## config.mk

```make
export PLATFORM = sky130hd
export DESIGN_NAME = rv32_mem_arbiter
export DESIGN_NICKNAME = d
export VERILOG_FILES = /design/src/rtl/rv32_arb_pkg.sv /design/src/rtl/rv32_arb_tag_pipe.sv /design/src/rtl/rv32_mem_arbiter.sv
export SDC_FILE = /design/constraint.sdc
export NUM_CORES = 1
export LEC_CHECK = 0
export ABC_CLOCK_PERIOD_IN_PS = 2000
export BUFFER_PORTS_ARGS = -buffer_cell sky130_fd_sc_hd__buf_2
export CAP_MARGIN = 20
export CORE_AREA = 2 2 131 133
export DETAILED_ROUTE_END_ITERATION = 16
export DIE_AREA = 0 0 133 135
export PLACE_DENSITY_LB_ADDON = 0.3
export RECOVER_POWER = 100
export SLEW_MARGIN = 20
export SYNTH_ARGS = -nofsm -noshare
export SYNTH_HDL_FRONTEND = slang
export SYNTH_SLANG_ARGS = --single-unit
```

## constraint.sdc

```tcl
create_clock -name clk -period 2 [get_ports clk]
set_clock_uncertainty 0.05 [all_clocks]
set_input_delay 0.2 -clock clk [delete_from_list [all_inputs] [get_ports clk]]
set_output_delay 0.2 -clock clk [all_outputs]
set_load 0.005 [all_outputs]
```

## src/rtl/rv32_arb_pkg.sv

```systemverilog
// Shared types for the IF/MEM unified-memory arbiter: owner tags, FSM states, in-flight tag.
package rv32_arb_pkg;

  typedef enum logic {OWN_IF = 1'b0, OWN_MEM = 1'b1} owner_e;

  typedef enum logic {MEM_PRI = 1'b0, IF_PRI = 1'b1} arb_state_e;

  typedef struct packed {
    logic   vld;
    owner_e owner;
    logic   is_wr;
  } tag_t;

  localparam logic [2:0] IF_UBHW = 3'b010;

  // Width of the starvation counter; a limit of 0 still needs a 1-bit flop.
  function automatic int starve_w(input int limit);
    return (limit < 1) ? 1 : $clog2(limit + 1);
  endfunction

endpackage

```

## src/rtl/rv32_arb_tag_pipe.sv

```systemverilog
// DEPTH-stage shift register of in-flight tags; stage DEPTH-1 lines up with RAM read data.
module rv32_arb_tag_pipe
  import rv32_arb_pkg::*;
#(
  parameter int DEPTH = 1
) (
  input  logic clk,
  input  logic rst,
  input  tag_t tag_in,
  output tag_t tag_out
);

  tag_t [DEPTH-1:0] stages;

  always_ff @(posedge clk) begin
    if (rst) begin
      stages <= '0;
    end else begin
      stages[0] <= tag_in;
      for (int i = 1; i < DEPTH; i++) stages[i] <= stages[i-1];
    end
  end

  assign tag_out = stages[DEPTH-1];

endmodule

```

## src/rtl/rv32_mem_arbiter.sv

```systemverilog
// IF/MEM arbiter for a single RAM port with MEM priority and an IF starvation guard.
// Optional performance counters are built when RV32_ARB_PERF_EN is defined.
module rv32_mem_arbiter
  import rv32_arb_pkg::*;
#(
  parameter int RD_LAT       = 1,
  parameter int STARVE_LIMIT = 3,
  parameter int PERF_W       = 32
) (
  input  logic              clk,
  input  logic              rst,
  input  logic              if_req_valid,
  output logic              if_req_ready,
  input  logic [31:0]       if_addr,
  output logic              if_rsp_valid,
  output logic [31:0]       if_rsp_data,
  input  logic              mem_req_valid,
  output logic              mem_req_ready,
  input  logic              mem_req_we,
  input  logic [2:0]        mem_req_ubhw,
  input  logic [31:0]       mem_addr,
  input  logic [31:0]       mem_wdata,
  output logic              mem_rsp_valid,
  output logic [31:0]       mem_rsp_data,
  output logic              ram_en,
  output logic              ram_we,
  output logic [2:0]        ram_ubhw,
  output logic [31:0]       ram_addr,
  output logic [31:0]       ram_wdata,
  input  logic [31:0]       ram_rdata,
  output logic [PERF_W-1:0] perf_conflicts,
  output logic [PERF_W-1:0] perf_if_wait
);

  localparam int            CW        = starve_w(STARVE_LIMIT);
  localparam logic [CW-1:0] LIMIT_CNT = CW'(STARVE_LIMIT);

  arb_state_e    state, state_nxt;
  logic [CW-1:0] starve_cnt, starve_cnt_nxt;
  logic          conflict, if_gnt, mem_gnt, rsp_live;
  tag_t          tag_in, tag_out;

  assign conflict = if_req_valid && mem_req_valid;

  always_comb begin
    if_gnt  = 1'b0;
    mem_gnt = 1'b0;
    if (!rst) begin
      if (state == MEM_PRI) begin
        mem_gnt = mem_req_valid;
        if_gnt  = if_req_valid && !mem_req_valid;
      end else begin
        if_gnt  = if_req_valid;
        mem_gnt = mem_req_valid && !if_req_valid;
      end
    end
  end

  assign if_req_ready  = if_gnt;
  assign mem_req_ready = mem_gnt;

  // The counter saturates at the limit; with a limit of 0 it never leaves 0.
  always_comb begin
    state_nxt      = state;
    starve_cnt_nxt = starve_cnt;
    if (if_gnt)
      starve_cnt_nxt = '0;
    else if (conflict && mem_gnt && starve_cnt != LIMIT_CNT)
      starve_cnt_nxt = starve_cnt + 1'b1;
    case (state)
      MEM_PRI: if (STARVE_LIMIT > 0 && starve_cnt_nxt == LIMIT_CNT) state_nxt = IF_PRI;
      IF_PRI:  if (if_gnt) state_nxt = MEM_PRI;
      default: state_nxt = MEM_PRI;
    endcase
  end

  always_ff @(posedge clk) begin
    if (rst) begin
      state      <= MEM_PRI;
      starve_cnt <= '0;
    end else begin
      state      <= state_nxt;
      starve_cnt <= starve_cnt_nxt;
    end
  end

  always_comb begin
    ram_en    = 1'b0;
    ram_we    = 1'b0;
    ram_ubhw  = '0;
    ram_addr  = '0;
    ram_wdata = '0;
    if (mem_gnt) begin
      ram_en    = 1'b1;
      ram_we    = mem_req_we;
      ram_ubhw  = mem_req_ubhw;
      ram_addr  = mem_addr;
      ram_wdata = mem_wdata;
    end else if (if_gnt) begin
      ram_en   = 1'b1;
      ram_ubhw = IF_UBHW;
      ram_addr = if_addr;
    end
  end

  assign tag_in.vld   = if_gnt || mem_gnt;
  assign tag_in.owner = mem_gnt ? OWN_MEM : OWN_IF;
  assign tag_in.is_wr = mem_gnt && mem_req_we;

  rv32_arb_tag_pipe #(.DEPTH(RD_LAT)) u_tag_pipe (
    .clk     (clk),
    .rst     (rst),
    .tag_in  (tag_in),
    .tag_out (tag_out)
  );

  // Responses are masked during reset so the retiring stage cannot leak out before the clear edge.
  assign rsp_live      = tag_out.vld && !rst;
  assign if_rsp_valid  = rsp_live && (tag_out.owner == OWN_IF);
  assign if_rsp_data   = if_rsp_valid ? ram_rdata : 32'h0;
  assign mem_rsp_valid = rsp_live && (tag_out.owner == OWN_MEM);
  assign mem_rsp_data  = (mem_rsp_valid && !tag_out.is_wr) ? ram_rdata : 32'h0;

`ifdef RV32_ARB_PERF_EN
  logic [PERF_W-1:0] conf_q, wait_q;

  always_ff @(posedge clk) begin
    if (rst) begin
      conf_q <= '0;
      wait_q <= '0;
    end else begin
      if (conflict && conf_q != '1) conf_q <= conf_q + 1'b1;
      if (if_req_valid && !if_req_ready && wait_q != '1) wait_q <= wait_q + 1'b1;
    end
  end

  assign perf_conflicts = rst ? '0 : conf_q;
  assign perf_if_wait   = rst ? '0 : wait_q;
`else
  assign perf_conflicts = '0;
  assign perf_if_wait   = '0;
`endif

endmodule

```

# After elaboration in Yosys (flattened, before gate mapping)
# Cells that the tools add are included.
# classes
eq_ne	2
n_mux	20
bitwise_logic	2
add_sub_neg	1
n_reduce_logical	15
# ops
operator	n
two-way mux 32 bit	5
logical AND 1 bit	10
two-way mux 1 bit	10
two-way mux 2 bit	3
zero test 1 bit	4
two-way mux 3 bit	1
adder 2 x 1 -> 2 bit, second input constant	1
== test 2 bit, second input constant	1
!= test 2 bit, second input constant	1
NOT 1 bit	2
case mux 1 bit (2 select lines)	1
logical OR 1 bit	1
# totals
elab_cells	45
in_bits	136
ff_bits	6
out_inout_bits	201

# Depth between registers and ports, before layout
# depth
word_depth	11
mapped_depth	5

# Cells and area by module
# A second synthesis with hierarchy kept.
# hier_totals
cells_unflattened	252
hier_area_um2	1823.0
# modules_own_cells
module	area_each_um2	seq_area_each_um2	cells_each	n_inst
rv32_mem_arbiter	1744.2	60.1	246	1
rv32_arb_tag_pipe	78.8	60.1	6	1

# Worst setup path after synthesis
# Ideal clock, no wire load.
# synth_path
kind	reg-to-output
startpoint	register state
endpoint	output ram_wdata[10]
setup_slack_ns	0.660
required_time_ns	1.750
stages_incl_launch_ff	5
t_arrival_ns	1.090
path_cell_list	dfxtp_1 > a211oi_4 > buf_4 > buf_4 > and2_1
# synth_between
elab_chain_cells	3
# synth_rtl
item	line_no	text
start: declaration	rv32_mem_arbiter.sv:38	arb_state_e state, state_nxt;
start signal: assignment	rv32_mem_arbiter.sv:82	state <= state_nxt;
two-way mux 1 bit	rv32_mem_arbiter.sv:49	if (state == MEM_PRI) begin
two-way mux 1 bit	rv32_mem_arbiter.sv:48	if (!rst) begin
two-way mux 32 bit	rv32_mem_arbiter.sv:93	if (mem_gnt) begin
end: declaration	rv32_mem_arbiter.sv:29	output logic [31:0] ram_wdata,
# No other way between the ends.

# Worst setup path in the final report
# layout_path
startpoint	register state
endpoint	output ram_addr[31]
# layout_between
elab_chain_cells	4
word_cells_on_any_way	6
classes_between	mux: 6
# layout_rtl
item	line_no	text
two-way mux 1 bit	rv32_mem_arbiter.sv:49	
two-way mux 1 bit	rv32_mem_arbiter.sv:48	
two-way mux 32 bit	rv32_mem_arbiter.sv:99	end else if (if_gnt) begin
two-way mux 32 bit (*)	rv32_mem_arbiter.sv:93	
end: declaration	rv32_mem_arbiter.sv:28	output logic [31:0] ram_addr,
# Every way passes the cells marked *; elsewhere a longest branch is shown, timed or not.

==> run summary <==
status = complete, no violations
CP endpoint kind = primary output
synthesized area per cell = 7.316 µm²
total power = 0.0009087 W
routability cong. = 0.7749
Post-Syn Area = 0.001822 mm²
Die Ht = 135 µm
final design utilization = 0.1931
initial antenna violation count = 2
ys async rst share = 0
WP data required = 1.75 ns
Leak = 1.755 nW
initial cell density of the core = 0.1110
first-pass GRT wire length = 12440 µm
Multi-input gate area = 0.001369 mm²
Most used DFF post-synth = dfxtp_1
final hold violations = 0
crit path DAT = 1.55 ns
DR vias/cell = 3.357
FMAX = 555.9 MHz
clock buffer depth = 2
post-route clock period utilization = 0.8994
pin count of the biggest net entering global routing = 70
DRT Pass-1 Iters = 4
CP Launch Type = flip-flop
max-cap viol count = 0
overflow left after global routing = 0
worst setup margin = 0.2011 ns
setup TNS after final layout = 0 ns
Worst Path Max Fanout = 69
post-layout net count = 649
drt total wl = 9190 µm
P per Cell Area = 286.8 mW/mm²
DR WL/cell = 12.57 µm
fill cell count = 1896
FP Rows = 47
register area share after synthesis = 0.06593
Antenna Nets Post-Route = 0
die width = 133 µm
Gate Count Post-Synth = 249
Iteration-0 DRC Markers = 42
Final setup violation count = 0
RSZ-0062 raised after global routing = false
critical setup path kind = reg -> out
Clock H-tree levels = 1
Setup Fix Bufs, Post-CTS = 0
DRC Markers = 0
Total Routing Usage GR = 0.09237
pins over their slew limit = 0
IO Pins = 337
Clk Latency, worst-skew pair = 0.23 ns
commonest non-fill, non-tap cell in the layout = buf_2
CTS root buf = clkbuf_16
commonest cells after routing, fill and taps aside = 199 x buf_2, 74 x and2_1, 73 x clkbuf_1
peak supply drop = 0.1805 mV
Detailed Place HPWL = 8303 µm
#FFs+latches synth = 6
TritonCTS Buffers = 3
GR peak layer = met2
Die Footprint = 0.01796 mm²
vias in the first global route = 2078
Vias = 2454
met1 usage = 0.09640
EDFF count, synth = 0
Warnings, synthesis = 0
Hold WC Path Type = in -> reg
clock period minus worst slack = 1.799 ns
Area growth syn-to-layout = 73.90%
Setup WS pre-CTS = 0.2528 ns
GRT met3 Usage = 0.03303
PortBufs = 272
CTS sink cnt = 6
ratio of cells with drive above 1 in the final layout = 0.4196
storage element area = 120.1 µm²
M2 GR Usage = 0.1707
Netlist cell types = 30
Core Region = 0.01641 mm²
Clk pin slew, worst setup/hold paths = 0.04 ns
clock tree from TritonCTS = yes
## critical path, stage by stage (launching register included)
cell and delay, ns:
dfxtp_1 0.36, a211oi_4 0.29, buf_12 0.26, a22o_1 0.18, clkbuf_1 0.19
## layout make-up
class                      instances  area share
multi-input combinational        224      0.4321
timing repair buffer             276      0.4175
tap                              220     0.08689
sequential                         6     0.03791
clock buffer                       3     0.02370
inverter                           1    0.001185
antenna                            1   0.0007899
## stage by stage
stage,hold slack (ns),instance area [µm²],std cells
6_report,0.1363,3168,731
5_1_grt,0.1482,3166,730
4_1_cts,0.1371,3263,730
3_5_place_dp,0.3701,3188,727
3_3_place_gp,0.3651,3188,727
2_1_floorplan,0.2489,2058,312
## worst paths after layout
kind	startpoint	end	slack, ns	cells after the start
max	state	ram_addr[31]	0.20	4
min	mem_req_we	u_tag_pipe.tag_out[0]	0.14	2
max reg2reg	starve_cnt[0]	state	0.55	4
min reg2reg	starve_cnt[0]	starve_cnt[0]	0.49	2
## power breakdown
| part | switching, W | internal, W | total (W) |
|---|---|---|---|
| combinational | 0.000227 | 0.000227 | 0.000454 |
| clock | 0.0000658 | 0.000256 | 0.000322 |
| sequential | 0.00000490 | 0.000127 | 0.000132 |
## flip-flops by register name, summed over array words and instances, names as in the netlist
signal	flops
starve_cnt	2
u_tag_pipe.tag_out	3
state	1
## cells in the mapped netlist (2+ instances only)
| master | number | share of area |
|---|---|---|
| dfxtp_1 | 6 | 0.066 |
| clkbuf_1 | 7 | 0.014 |
| and2_1 | 101 | 0.35 |
| or2_2 | 2 | 0.0069 |
| buf_4 | 66 | 0.27 |
| buf_2 | 8 | 0.022 |
| a22o_1 | 32 | 0.15 |
| a21oi_1 | 2 | 0.0055 |
| nor2_1 | 4 | 0.0082 |
## repair_timing
item / 4_1_cts / 5_1_grt
hold buffers: 0 / 0
resized for setup: 0 / 1
setup endpoints to repair: 0 / 32
## routing by layer
metal,vias up,routed length (µm)
met5,-,16
met4,2,147
met3,8,1065
met2,193,4692
met1,1043,3267
li1,1208,-
## cell families after synthesis
group,share of synthesized area
AOI/OAI and AO/OA,0.1957
xor gates and xnor gates,0.004809
adders and majority gates,0.006867
buffers and inverters,0.3104
DFF,0.06594
other,0.002058
and+or+nand+nor,0.4141
Power figures use the tool's default switching activity.
